$ cat config.mk
export PLATFORM = sky130hd
export DESIGN_NAME = ccr_ctrl
export DESIGN_NICKNAME = d
export VERILOG_FILES = /design/src/rtl/ccr_pkg.sv /design/src/rtl/ccr_shadow_stack.sv /design/src/rtl/ccr_ctrl.sv
export SDC_FILE = /design/constraint.sdc
export NUM_CORES = 1
export LEC_CHECK = 0
export CAP_MARGIN = 20
export CORE_MARGIN = 5
export CORE_UTILIZATION = 55
export DETAILED_ROUTE_END_ITERATION = 16
export GPL_ROUTABILITY_DRIVEN = 0
export PLACE_DENSITY = 0.87
export SETUP_SLACK_MARGIN = 0.2
export SKIP_LAST_GASP = 1
export SLEW_MARGIN = 20
export SYNTH_ARGS = -nofsm -noshare
export SYNTH_HDL_FRONTEND = slang
export SYNTH_SLANG_ARGS = --single-unit
$ cat constraint.sdc
create_clock -name clk -period 4 [get_ports clk]
set_clock_uncertainty 0.2 [all_clocks]
set_input_delay 0.8 -clock clk [delete_from_list [all_inputs] [get_ports clk]]
set_output_delay 0.8 -clock clk [all_outputs]
set_load 0.1 [all_outputs]
$ cat src/rtl/ccr_pkg.sv
// rtl/ccr_pkg.sv - shared opcodes, branch codes, flag indices and stack FSM encoding
package ccr_pkg;

    localparam logic [3:0] OP_NOP  = 4'b0000;
    localparam logic [3:0] OP_NOT  = 4'b0001;
    localparam logic [3:0] OP_ADD  = 4'b0010;
    localparam logic [3:0] OP_LD   = 4'b0011;
    localparam logic [3:0] OP_SUB  = 4'b0100;
    localparam logic [3:0] OP_AND  = 4'b0101;
    localparam logic [3:0] OP_OR   = 4'b0110;
    localparam logic [3:0] OP_INC  = 4'b0111;
    localparam logic [3:0] OP_DEC  = 4'b1000;
    localparam logic [3:0] OP_SETC = 4'b1001;
    localparam logic [3:0] OP_CLRC = 4'b1010;
    localparam logic [3:0] OP_SHL  = 4'b1011;
    localparam logic [3:0] OP_SHR  = 4'b1100;

    localparam logic [1:0] BR_NONE = 2'b00;
    localparam logic [1:0] BR_JZ   = 2'b01;
    localparam logic [1:0] BR_JN   = 2'b10;
    localparam logic [1:0] BR_JC   = 2'b11;

    localparam int F_Z = 0;
    localparam int F_C = 1;
    localparam int F_N = 2;

    typedef enum logic [1:0] {
        ST_EMPTY   = 2'b00,
        ST_PARTIAL = 2'b01,
        ST_FULL    = 2'b10
    } stk_state_e;

endpackage

$ cat src/rtl/ccr_shadow_stack.sv
// rtl/ccr_shadow_stack.sv - interrupt flag shadow stack with swap path; sticky error under CCR_STK_ERR_EN
module ccr_shadow_stack
    import ccr_pkg::*;
#(
    parameter int DEPTH = 2,
    parameter int DW    = 3
) (
    input  logic          clk,
    input  logic          rst,
    input  logic          push,
    input  logic          pop,
    input  logic [DW-1:0] push_data,
    input  logic [DW-1:0] swap_data,
    output logic [DW-1:0] top,
    output logic          restore,
    output logic [3:0]    depth,
    output logic          err
);

    logic [DW-1:0] mem_q [DEPTH];
    logic [3:0]    depth_q, depth_d;
    stk_state_e    state_q, state_d;
    logic          wr_en;
    logic [3:0]    wr_idx;
    logic [DW-1:0] wr_data;

    // Read the top-of-stack entry (slot depth-1); zero when empty.
    always_comb begin
        top = '0;
        for (int i = 0; i < DEPTH; i++) begin
            if (4'(i) + 4'd1 == depth_q) top = mem_q[i];
        end
    end

    // Decode push/pop/swap against the FSM state; full pushes and empty pops are dropped.
    always_comb begin
        depth_d = depth_q;
        wr_en   = 1'b0;
        wr_idx  = depth_q;
        wr_data = push_data;
        restore = 1'b0;
        if (push && pop && state_q != ST_EMPTY) begin
            restore = 1'b1;
            wr_en   = 1'b1;
            wr_idx  = depth_q - 4'd1;
            wr_data = swap_data;
        end else if (push) begin
            if (state_q != ST_FULL) begin
                wr_en   = 1'b1;
                depth_d = depth_q + 4'd1;
            end
        end else if (pop) begin
            if (state_q != ST_EMPTY) begin
                restore = 1'b1;
                depth_d = depth_q - 4'd1;
            end
        end
        if (depth_d == 4'd0)             state_d = ST_EMPTY;
        else if (depth_d == 4'(DEPTH))   state_d = ST_FULL;
        else                             state_d = ST_PARTIAL;
    end

    // State, occupancy and entry registers.
    always_ff @(posedge clk or posedge rst) begin
        if (rst) begin
            state_q <= ST_EMPTY;
            depth_q <= 4'd0;
            for (int i = 0; i < DEPTH; i++) mem_q[i] <= '0;
        end else begin
            state_q <= state_d;
            depth_q <= depth_d;
            for (int i = 0; i < DEPTH; i++) begin
                if (wr_en && 4'(i) == wr_idx) mem_q[i] <= wr_data;
            end
        end
    end

    assign depth = depth_q;

`ifdef CCR_STK_ERR_EN
    logic err_q, err_d;

    // Sticky flag: overflow is a lone push when full, underflow a lone pop when empty.
    always_comb begin
        err_d = err_q;
        if (push && !pop && state_q == ST_FULL)  err_d = 1'b1;
        if (pop && !push && state_q == ST_EMPTY) err_d = 1'b1;
    end

    // Error register, cleared only by reset.
    always_ff @(posedge clk or posedge rst) begin
        if (rst) err_q <= 1'b0;
        else     err_q <= err_d;
    end

    assign err = err_q;
`else
    assign err = 1'b0;
`endif

endmodule

$ cat src/rtl/ccr_ctrl.sv
// rtl/ccr_ctrl.sv - EX-stage condition-code register, flag mask, branch evaluation; stk_err via CCR_STK_ERR_EN
module ccr_ctrl
    import ccr_pkg::*;
#(
    parameter int DEPTH = 2,
    parameter int DW    = 3
) (
    input  logic          clk,
    input  logic          rst,
    input  logic          ex_valid,
    input  logic          stall,
    input  logic          flush,
    input  logic [3:0]    alu_op,
    input  logic [DW-1:0] alu_flag,
    input  logic [1:0]    br_type,
    input  logic          int_save,
    input  logic          rti_restore,
    output logic [DW-1:0] ccr,
    output logic          br_taken,
    output logic [3:0]    stk_depth,
    output logic          stk_err
);

    logic [DW-1:0] ccr_q, ccr_d, ccr_upd, stk_top;
    logic          upd, br_hit, stk_restore;

    assign upd = ex_valid & ~stall & ~flush;

    // Branch condition tested against the registered flags only.
    always_comb begin
        br_hit = 1'b0;
        case (br_type)
            BR_JZ:   br_hit = ccr_q[F_Z];
            BR_JN:   br_hit = ccr_q[F_N];
            BR_JC:   br_hit = ccr_q[F_C];
            default: br_hit = 1'b0;
        endcase
    end

    assign br_taken = upd & br_hit & ~rst;

    // Per-opcode flag mask, then clear the flag a taken branch consumed.
    always_comb begin
        ccr_upd = ccr_q;
        if (upd) begin
            case (alu_op)
                OP_NOT, OP_AND, OP_OR: begin
                    ccr_upd[F_N] = alu_flag[F_N];
                    ccr_upd[F_Z] = alu_flag[F_Z];
                end
                OP_ADD, OP_SUB, OP_INC, OP_DEC, OP_SHL, OP_SHR:
                    ccr_upd = alu_flag;
                OP_SETC: ccr_upd[F_C] = 1'b1;
                OP_CLRC: ccr_upd[F_C] = 1'b0;
                default: ;
            endcase
        end
        if (br_taken) begin
            case (br_type)
                BR_JZ:   ccr_upd[F_Z] = 1'b0;
                BR_JN:   ccr_upd[F_N] = 1'b0;
                BR_JC:   ccr_upd[F_C] = 1'b0;
                default: ;
            endcase
        end
    end

    // A successful pop or swap overrides this cycle's flag update.
    always_comb begin
        ccr_d = stk_restore ? stk_top : ccr_upd;
    end

    // Condition-code register.
    always_ff @(posedge clk or posedge rst) begin
        if (rst) ccr_q <= '0;
        else     ccr_q <= ccr_d;
    end

    ccr_shadow_stack #(
        .DEPTH (DEPTH),
        .DW    (DW)
    ) u_stack (
        .clk       (clk),
        .rst       (rst),
        .push      (int_save),
        .pop       (rti_restore),
        .push_data (ccr_upd),
        .swap_data (ccr_q),
        .top       (stk_top),
        .restore   (stk_restore),
        .depth     (stk_depth),
        .err       (stk_err)
    );

    assign ccr = ccr_q;

endmodule

# Word level (Yosys, flattened, before mapping)

Cells that the tools add are included.

Flip-flop bits (word level): 15
Bits in latches: 0
Bits in writable memories: 0
Bits in read-only memories: 0
Input bits: 16
Output and inout bits: 9
Logic and storage cells: 70
Memories kept: 0

$add $sub $neg: 2
$mul: 0
Divide/modulo/power cells: 0
Magnitude comparators: 0
Equality and inequality tests: 19
Shift-type cells: 0
Multiplexer cells: 28
Bitwise logic cells: 7
Reduce and logical (&&, ||, !) cells: 9

Operator list:

| operator                                                               | count |
|---|---|
| 4-bit two-way mux                                                      | 6 |
| 4-bit equality test (second input constant)                            | 5 |
| 3-bit two-way mux                                                      | 6 |
| 4-bit by 3-bit equality test with 1-bit output (second input constant) | 4 |
| 1-bit two-way mux                                                      | 12 |
| 9-bit OR reduction                                                     | 1 |
| 1-bit by 4-bit equality test with 1-bit output (first input constant)  | 2 |
| 4-bit by 2-bit equality test with 1-bit output (second input constant) | 2 |
| 4-bit zero test                                                        | 2 |
| 1-bit case mux with 3 select lines                                     | 2 |
| 6-bit OR reduction                                                     | 1 |
| 4-bit by 1-bit adder with 4-bit output (second input constant)         | 1 |
| 1-bit bitwise AND                                                      | 4 |
| 2-bit equality test (second input constant)                            | 2 |
| 2-bit by 4-bit equality test with 1-bit output (first input constant)  | 1 |
| 4-bit by 1-bit equality test with 1-bit output (second input constant) | 1 |
| 1-bit logical AND                                                      | 4 |
| 2-bit two-way mux                                                      | 2 |
| 4-bit by 1-bit subtractor with 4-bit output (second input constant)    | 1 |
| 1-bit NOT                                                              | 3 |
| 2-bit by 1-bit equality test with 1-bit output (second input constant) | 1 |
| 2-bit != test (second input constant)                                  | 1 |
| 2-bit nonzero test                                                     | 1 |

# Longest topological paths before layout

Gate-level depths: netlist of run 1.

Word-level depth: 8
Depth in mapped cells: 7
Depth with buffers taken out: 7

# Cells and area by module

A second synthesis of run 1 with hierarchy kept.

Cell total of the unflattened synthesis: 145
Area total of the unflattened synthesis: 1300.0 sq um

By module, submodules not included:

| module           | instances | cells each | area an instance (sq um) | sequential area each (sq um) |
|---|---|---|---|---|
| ccr_shadow_stack | 1         | 89         | 859.6                    | 300.3 |
| ccr_ctrl         | 1         | 56         | 440.4                    | 75.1 |

# Least setup slack after synthesis of run 1

OpenSTA, ideal clock, no wires.

Path kind: register -> output
Start point: register ccr_q[0] (netlist: ccr[0])
End point: output br_taken
Data arrival time: 3.389 ns
Required time: 3.000 ns
Path slack: -0.389 ns
Cell stages (with the launch flop): 5
Buffers on the path: 0
Cells stage by stage: dfrtp_1 inv_1 nor3b_1 a21oi_1 nor3_1

Longest elaborated chain between the ends: 3

RTL lines:

| item                               | line           | source |
|---|---|---|
| from (decl)                        | ccr_ctrl.sv:24 | `logic [DW-1:0] ccr_q, ccr_d, ccr_upd, stk_top;` |
| from (signal assigned)             | ccr_ctrl.sv:76 | `else ccr_q <= ccr_d;` |
| 1-bit case mux with 3 select lines | ccr_ctrl.sv:32 | `case (br_type)` |
| 1-bit bitwise AND (2 in series)    | ccr_ctrl.sv:40 | `assign br_taken = upd & br_hit & ~rst;` |
| to (decl)                          | ccr_ctrl.sv:19 | `output logic br_taken,` |

No other way between the ends.

# Worst setup path after layout of run 1

Start point: input ex_valid
End point: output br_taken

Longest elaborated chain between the ends: 4

RTL lines:

| item                            | line           | source |
|---|---|---|
| from (decl)                     | ccr_ctrl.sv:10 | `input logic ex_valid,` |
| 1-bit bitwise AND (2 in series) | ccr_ctrl.sv:27 | `assign upd = ex_valid & ~stall & ~flush;` |
| 1-bit bitwise AND (2 in series) | ccr_ctrl.sv:40 |  |

No other way between the ends.

==> results of run 1 <==
[state kept, by name, indices dropped and copies added (netlist names)]
signal           cells
u_stack.state_q      2
u_stack.depth        4
ccr                  3
u_stack.mem_q        6
[cell type report]
cell class,count,area [um^2],share of cell area (%)
inverters,10,37.5,2.51
clock buffers,3,22.5,1.51
well taps,28,35.0,2.34
flip-flops and latches,15,375,25.1
repair buffers,24,248,16.6
clock inverters,1,5.00,0.334
multi-input cells,109,773,51.7
[worst min-delay path by stage]
| stage | startpoint | to | slack (ns) | depth (start not counted) |
|---|---|---|---|---|
| after floorplan | u_stack.mem_q[5] | u_stack.mem_q[5] | 0.26 | 1 |
| after global routing | u_stack.mem_q[5] | u_stack.mem_q[5] | 0.34 | 1 |
| after CTS | u_stack.mem_q[3] | u_stack.mem_q[3] | 0.30 | 1 |
| final | u_stack.mem_q[3] | u_stack.mem_q[3] | 0.30 | 1 |
| after global placement | u_stack.mem_q[3] | u_stack.mem_q[3] | 0.28 | 1 |
| after detailed placement | u_stack.mem_q[3] | u_stack.mem_q[3] | 0.28 | 1 |
[layout by cell type, fill, tap and decap left out, types with 2 or more instances in the layout]
cell,n
a21o_1,2
a21oi_1,6
a22oi_1,2
and3_1,2
clkbuf_4,3
clkdlybuf4s50_1,22
dfrtp_1,15
ha_1,4
inv_1,10
mux2_1,2
mux2_2,2
mux2i_1,5
nand2_1,12
nand2b_1,3
nand3_1,6
nand4_1,3
nor2_1,9
nor3_1,2
nor3b_1,2
o211ai_1,3
o21ai_0,8
o21ai_1,2
o311ai_1,2
o31ai_1,2
o32a_1,2
or3_1,2
or4_1,2
or4bb_1,2
xnor2_1,4
xor2_1,3
[cell families after synthesis]
| kind of cell | count (synthesis) | share of synthesized area [%] |
|---|---|---|
| other | 1 | 0.306 |
| DFF | 15 | 30.6 |
| AOI/OAI and AO/OA | 36 | 21.7 |
| xor gates and xnor gates | 7 | 5.00 |
| and+or+nand+nor | 51 | 22.6 |
| muxes | 10 | 8.98 |
| adders and majority gates | 4 | 4.08 |
| buffers and inverters | 16 | 6.73 |
[through the flow]
step                      setup slack (ns)  instance area (um^2)  util (%)
after floorplan                      0.468                  1230         -
after global placement               0.815                  1470      67.7
after detailed placement             0.750                  1470      67.7
after CTS                            0.751                  1500      69.0
after global routing                 0.689                  1500      69.0
final                                0.722                  1500      69.0
[synth_stat cells (2+ instances only)]
cell / n / area (um^2)
o21ai_1: 2 / 10.0
o211ai_1: 3 / 22.5
o31ai_1: 2 / 15.0
a22oi_1: 2 / 15.0
nand3_1: 6 / 30.0
dfrtp_1: 15 / 375
nor2_1: 9 / 33.8
or4_1: 2 / 15.0
mux2i_1: 5 / 50.1
xnor2_1: 4 / 35.0
nand2b_1: 3 / 18.8
o32a_1: 2 / 20.0
o311ai_1: 2 / 17.5
a21o_1: 2 / 15.0
or4bb_1: 2 / 22.5
ha_1: 4 / 50.1
nor3_1: 3 / 15.0
or3_1: 2 / 12.5
inv_1: 10 / 37.5
nand2_1: 12 / 45.0
and3_1: 2 / 12.5
mux2_2: 2 / 22.5
buf_6: 2 / 22.5
xor2_1: 3 / 26.3
mux2_1: 2 / 22.5
a21oi_1: 6 / 30.0
nand4_1: 3 / 18.8
o21ai_0: 8 / 40.0
buf_2: 3 / 15.0
nor3b_1: 2 / 15.0
[layer usage]
metal	global-route usage, %	vias to the layer above
met5	0	-
li1	-	555
met2	31.2	41
met3	2.94	15
met4	12.6	0
met1	22.1	535
[where the power goes]
group | internal (mW) | switching, mW | total [mW]
Combinational | 0.190 | 0.375 | 0.564
Clock | 0.0373 | 0.0506 | 0.0879
Sequential | 0.203 | 0.0858 | 0.289
Total | 0.431 | 0.511 | 0.942
==> reports/results.tsv, run 1 <==
stage	metric	value	unit
global_route	gr ovfl total	0	
timing	Final Hold Slack	0.299	ns
logic_synthesis	Primary FF master, synth	dfrtp_1	
clock_tree	Post-CTS Setup Bufs	0	
logic_synthesis	Synth Area per Inst	8.76	um^2
timing	Pins Over Slew Limit	0	
setup_path	critical path depth	4	
timing	Setup TNS	0	ns
logic_synthesis	Yosys Warn Count	0	
clock_tree	CTS sink cnt	15	
final_layout	non-filler cells, final	190	
routing	Post-Route WL	2880	um
routing	metal2 WL	1440	um
timing	min cycle time layout	3.28	ns
floorplanning	chip height	57.2	um
logic_synthesis	Seq/Total Area, Yosys	30.6	%
routing	TritonRoute pass-1 iters	4	
logic_synthesis	Yosys cell types	45	
setup_path	Critical Path AT	2.28	ns
timing	Worst Tran Pin Value	1.00	ns
clock_tree	CTS Hold Bufs	0	
setup_path	CP required	3.00	ns
timing	fin crit share	82.0	%
routing	drt wl/cell	15.2	um
timing	setup violators final	0	
power_and_ir_drop	Leakage	0.615	nW
routing	drt drc	0	
routing	mean number of vias per cell	6.03	
final_layout	layout cells sized above 1	7.41	%
routing	WL met3	152	um
global_route	largest net degree at the start of global routing	17	
setup_path	CP bufs+invs	2	
place	placed insts	186	
routing	vias	1146	
global_route	first-pass GRT wire length	4820	um
setup_path	CP max stage cell	or3b_1	
clock_tree	PostCTS Resize Cnt	0	
setup_path	R2R depth	7	
clock_tree	H-tree Lvls	1	
final_layout	# fillers	180	
setup_path	Worst Setup SP	ex_valid	
global_route	vias in the first global route	1100	
setup_path	Top delay family on crit path	simple AND/OR/NAND/NOR gates	
setup_path	Reg2Reg Setup Slack	1.62	ns
power_and_ir_drop	total power	0.942	mW
run_status	status	complete, no violations	
floorplanning	Die X-Extent	57.2	um
global_route	GRT Resource Usage Total	18.7	%
setup_path	worst reg2reg path startpoint	u_stack.depth[0]	
setup_path	Max Fanout on Critical Path	9	
routing	DRT antenna net count	0	
floorplanning	row count	17	
logic_synthesis	ys async rst share	100	%
setup_path	Slowest Stage Delay on Critical Path	0.49	ns
timing	RSZ-0062 raised after global routing	no	
place	DP Wirelength	2260	um
min_path	worst min-delay path category	reg -> reg	
power_and_ir_drop	Pwr Density	629	mW/mm^2
clock_tree	TritonCTS clock tree	yes	
timing	Slew HR	33.1	%
clock_tree	clk buf depth	2	
timing	fmax	305	MHz
routing	Starting DRT DRC Count	59	
floorplanning	die area	0.00327	mm^2
job	max_cap viols	0	
floorplanning	core area	0.00217	mm^2
logic_synthesis	Post-Syn Instances	140	
timing	final hold vios	0	
final_layout	Layout Nets	183	
setup_path	reg2reg end	u_stack.mem_q[0]	
clock_tree	CTS buffer count	3	
final_layout	Area growth, synth to finish	22.0	%
clock_tree	Skew-Pair Late Insertion Delay	0.29	ns
routing	WL met1	1160	um
logic_synthesis	#FFs+latches synth	15	
floorplanning	num ports	25	
place	count of input and output buffers	23	
logic_synthesis	Synth Cell Area	0.00123	mm^2
clock_tree	Reg clk slew, reported paths	0.08	ns
setup_path	Worst Setup End Kind	output pin	
setup_path	worst setup path endpoint	br_taken	
final_layout	Antenna diodes	0	
floorplanning	initial core utilization	56.5	%
setup_path	CP Class	in -> out	
setup_path	Critical Path Source Type	primary input	
routing	top sig layer	met4	
logic_synthesis	EDFF count, synth	0	
logic_synthesis	Syn Nets	160	
power_and_ir_drop	worst vdd ir	380	uV
clock_tree	Clock Tree Root	clkbuf_4	
setup_path	CP cell instances	clkdlybuf4s50_1 > or3b_1 > nor3_2 > buf_12	
global_route	antenna violations before repair	0	
(Power assumes the default switching activity.)
==> run 2, diff against run 1 <==
Settings changed: CORE_UTILIZATION 55 to 46, PLACE_DENSITY 0.87 to 0.78.
Clock period 4 ns to 2.9 ns, I/O delays scaled along.
==> reports/results.tsv, run 2 (synthesized netlist as in run 1, its figures left out) <==
stage	metric	value	unit	change
final_layout	commonest cells after routing, fill and taps aside	14 x clkdlybuf4s50_1, 12 x nand2_1, 10 x inv_1, 10 x dfrtp_1		was 22 x clkdlybuf4s50_1, 15 x dfrtp_1, 12 x nand2_1
final_layout	Area growth, synth to finish	23.2	%	was 22.0%
final_layout	layout cells sized above 1	16.0	%	was 7.41%
place	placed insts	189		was 186
routing	drt wl/cell	14.9	um	was 15.2 um
setup_path	CP Class	in -> out		unchanged
floorplanning	core area	0.00252	mm^2	was 0.00217 mm^2
timing	Final Hold Slack	0.306	ns	was 0.299 ns
clock_tree	H-tree Lvls	1		unchanged
final_layout	max FFs per register	6		unchanged
setup_path	Worst Setup SP	ex_valid		unchanged
final_layout	post-route cell area	0.00151	mm^2	was 0.00150 mm^2
global_route	first-pass GRT wire length	4810	um	was 4820 um
floorplanning	chip height	61.6	um	was 57.2 um
floorplanning	row count	18		was 17
place	area post-placement	0.00147	mm^2	about the same
power_and_ir_drop	Pwr Density	862	mW/mm^2	was 629 mW/mm^2
timing	Worst Tran Pin Value	0.510	ns	was 1.00 ns
routing	vias	1123		was 1146
setup_path	worst reg2reg path startpoint	u_stack.depth[1]		was u_stack.depth[0]
setup_path	CP max stage cell	clkdlybuf4s50_1		was or3b_1
routing	mean number of vias per cell	5.82		was 6.03
clock_tree	TritonCTS clock tree	yes		unchanged
final_layout	# fillers	229		was 180
power_and_ir_drop	internal power	0.591	mW	was 0.431 mW
setup_path	Worst Setup End Kind	output pin		unchanged
clock_tree	Post-CTS Setup Bufs	0		unchanged
setup_path	Slowest Stage Delay on Critical Path	0.44	ns	was 0.49 ns
clock_tree	Clock Tree Root	clkbuf_4		unchanged
setup_path	Critical Path Source Type	primary input		unchanged
final_layout	Layout Nets	184		was 183
power_and_ir_drop	combinational power share	60.0	%	was 59.9%
setup_path	Max Fanout on Critical Path	6		was 9
global_route	largest net degree at the start of global routing	17		unchanged
setup_path	Reg2Reg Setup Slack	0.66	ns	was 1.62 ns
floorplanning	num ports	25		unchanged
routing	drt drc	0		unchanged
setup_path	Critical Path AT	1.85	ns	was 2.28 ns
final_layout	most common cell after layout, fill and taps aside	clkdlybuf4s50_1		unchanged
power_and_ir_drop	Sw Share	54.6	%	was 54.3%
timing	min cycle time layout	2.63	ns	
place	DP Wirelength	2270	um	was 2260 um
final_layout	Largest Register	u_stack.mem_q		unchanged
routing	Starting DRT DRC Count	74		was 59
floorplanning	die area	0.00380	mm^2	was 0.00327 mm^2
place	dpl ws	0.168	ns	was 0.750 ns
clock_tree	clk buf depth	2		unchanged
routing	Post-Route WL	2870	um	was 2880 um
global_route	vias in the first global route	1091		was 1100
timing	Pins Over Slew Limit	0		unchanged
clock_tree	CTS Hold Bufs	0		unchanged
floorplanning	initial core utilization	48.6	%	was 56.5%
timing	RSZ-0062 raised after global routing	no		unchanged
min_path	worst min-delay path category	reg -> reg		unchanged
clock_tree	Reg clk slew, reported paths	0.08	ns	about the same
timing	setup violators final	0		unchanged
setup_path	CP required	2.12	ns	was 3.00 ns
clock_tree	CTS sink cnt	15		unchanged
timing	fin crit share	90.6	%	
global_route	GRT Resource Usage Total	17.0	%	was 18.7%
power_and_ir_drop	share of power burned in registers	31.0	%	was 30.7%
timing	Setup TNS	0	ns	unchanged
clock_tree	Skew-Pair Late Insertion Delay	0.28	ns	was 0.29 ns
floorplanning	Die X-Extent	61.6	um	was 57.2 um
run_status	status	complete, no violations		unchanged
place	count of input and output buffers	23		unchanged
setup_path	CP cell instances	clkdlybuf4s50_1 > or3b_4 > nor3_4 > buf_12		was clkdlybuf4s50_1 > or3b_1 > nor3_2 > buf_12
power_and_ir_drop	worst vdd ir	951	uV	was 380 uV
final_layout	non-filler cells, final	193		was 190
power_and_ir_drop	Net Switching	0.711	mW	was 0.511 mW
clock_tree	PostCTS Resize Cnt	1		was 0
global_route	gr ovfl total	0		unchanged
setup_path	reg2reg end	u_stack.mem_q[2]		was u_stack.mem_q[0]
clock_tree	CTS buffer count	3		unchanged
setup_path	R2R depth	7		unchanged
power_and_ir_drop	Clock Power Share	9.1	%	was 9.3%
power_and_ir_drop	Leakage	0.639	nW	was 0.615 nW
routing	TritonRoute pass-1 iters	4		unchanged
final_layout	Antenna diodes	0		unchanged
setup_path	worst setup path endpoint	br_taken		unchanged
timing	final hold vios	0		unchanged
timing	Slew HR	65.9	%	was 33.1%
timing	setup slack after layout	0.271	ns	was 0.722 ns
routing	DRT antenna net count	0		unchanged
global_route	antenna violations before repair	0		unchanged
timing	fmax	380	MHz	
job	max_cap viols	0		unchanged
[run 2: cell count changes in the layout (fill, tap and decap cells not counted), sizes merged]
cell / before / now
clkinv: 1 / 0
clkbuf: 3 / 4
buf: 2 / 10
dlymetal6s2s: 0 / 1
clkdlybuf4s50: 22 / 14
[run 2: worst min-delay path by stage]
stage | start | depth (start not counted) | endpoint
after CTS | u_stack.mem_q[3] | 1 | u_stack.mem_q[3]
after global placement | u_stack.mem_q[3] | 1 | u_stack.mem_q[3]
after detailed placement | u_stack.mem_q[5] | 1 | u_stack.mem_q[5]
after global routing | u_stack.mem_q[5] | 1 | u_stack.mem_q[5]
after floorplan | u_stack.mem_q[5] | 1 | u_stack.mem_q[5]
final | u_stack.mem_q[5] | 1 | u_stack.mem_q[5]
[run 2: power by group through the flow]
stage | Clock [mW] | Sequential (mW) | Combinational [mW]
finish | 0.118 | 0.403 | 0.780
global route | 0.134 | 0.415 | 0.834
CTS | 0.122 | 0.402 | 0.774
detailed placement | 0 | 0.406 | 0.773
global placement | 0 | 0.401 | 0.751
floorplan | 0 | 0.633 | 0.367
[run 2: layout make-up]
type / instances / area (um^2) / area share (%)
Timing Repair Buffer: 25 / 240 / 15.9
Inverter: 10 / 37.5 / 2.49
Clock buffer: 4 / 26.3 / 1.74
Multi-Input combinational cell: 109 / 787 / 52.1
Tap cell: 30 / 37.5 / 2.49
Sequential cell: 15 / 382 / 25.3
[run 2: through the flow]
step / utilization [%] / total power [mW]
finish: 59.9 / 1.30
floorplan: - / 1.00
CTS: 59.6 / 1.30
global placement: 58.4 / 1.15
global route: 59.9 / 1.38
detailed placement: 58.4 / 1.18
[run 2: critical path: cells and delay by family]
family / cells / cell delay, ns
and+or+nand+nor: 2 / 0.63
buffers and inverters: 2 / 0.64
[run 2: routing by layer]
| metal | global-route usage, % | wire length (um) | vias up |
|---|---|---|---|
| met2 | 26.6 | 1310 | 32 |
| met4 | 6.67 | 40 | 0 |
| met1 | 23.2 | 1360 | 525 |
| met3 | 3.14 | 164 | 6 |
| li1 | - | - | 560 |
| met5 | 0 | 0 | - |
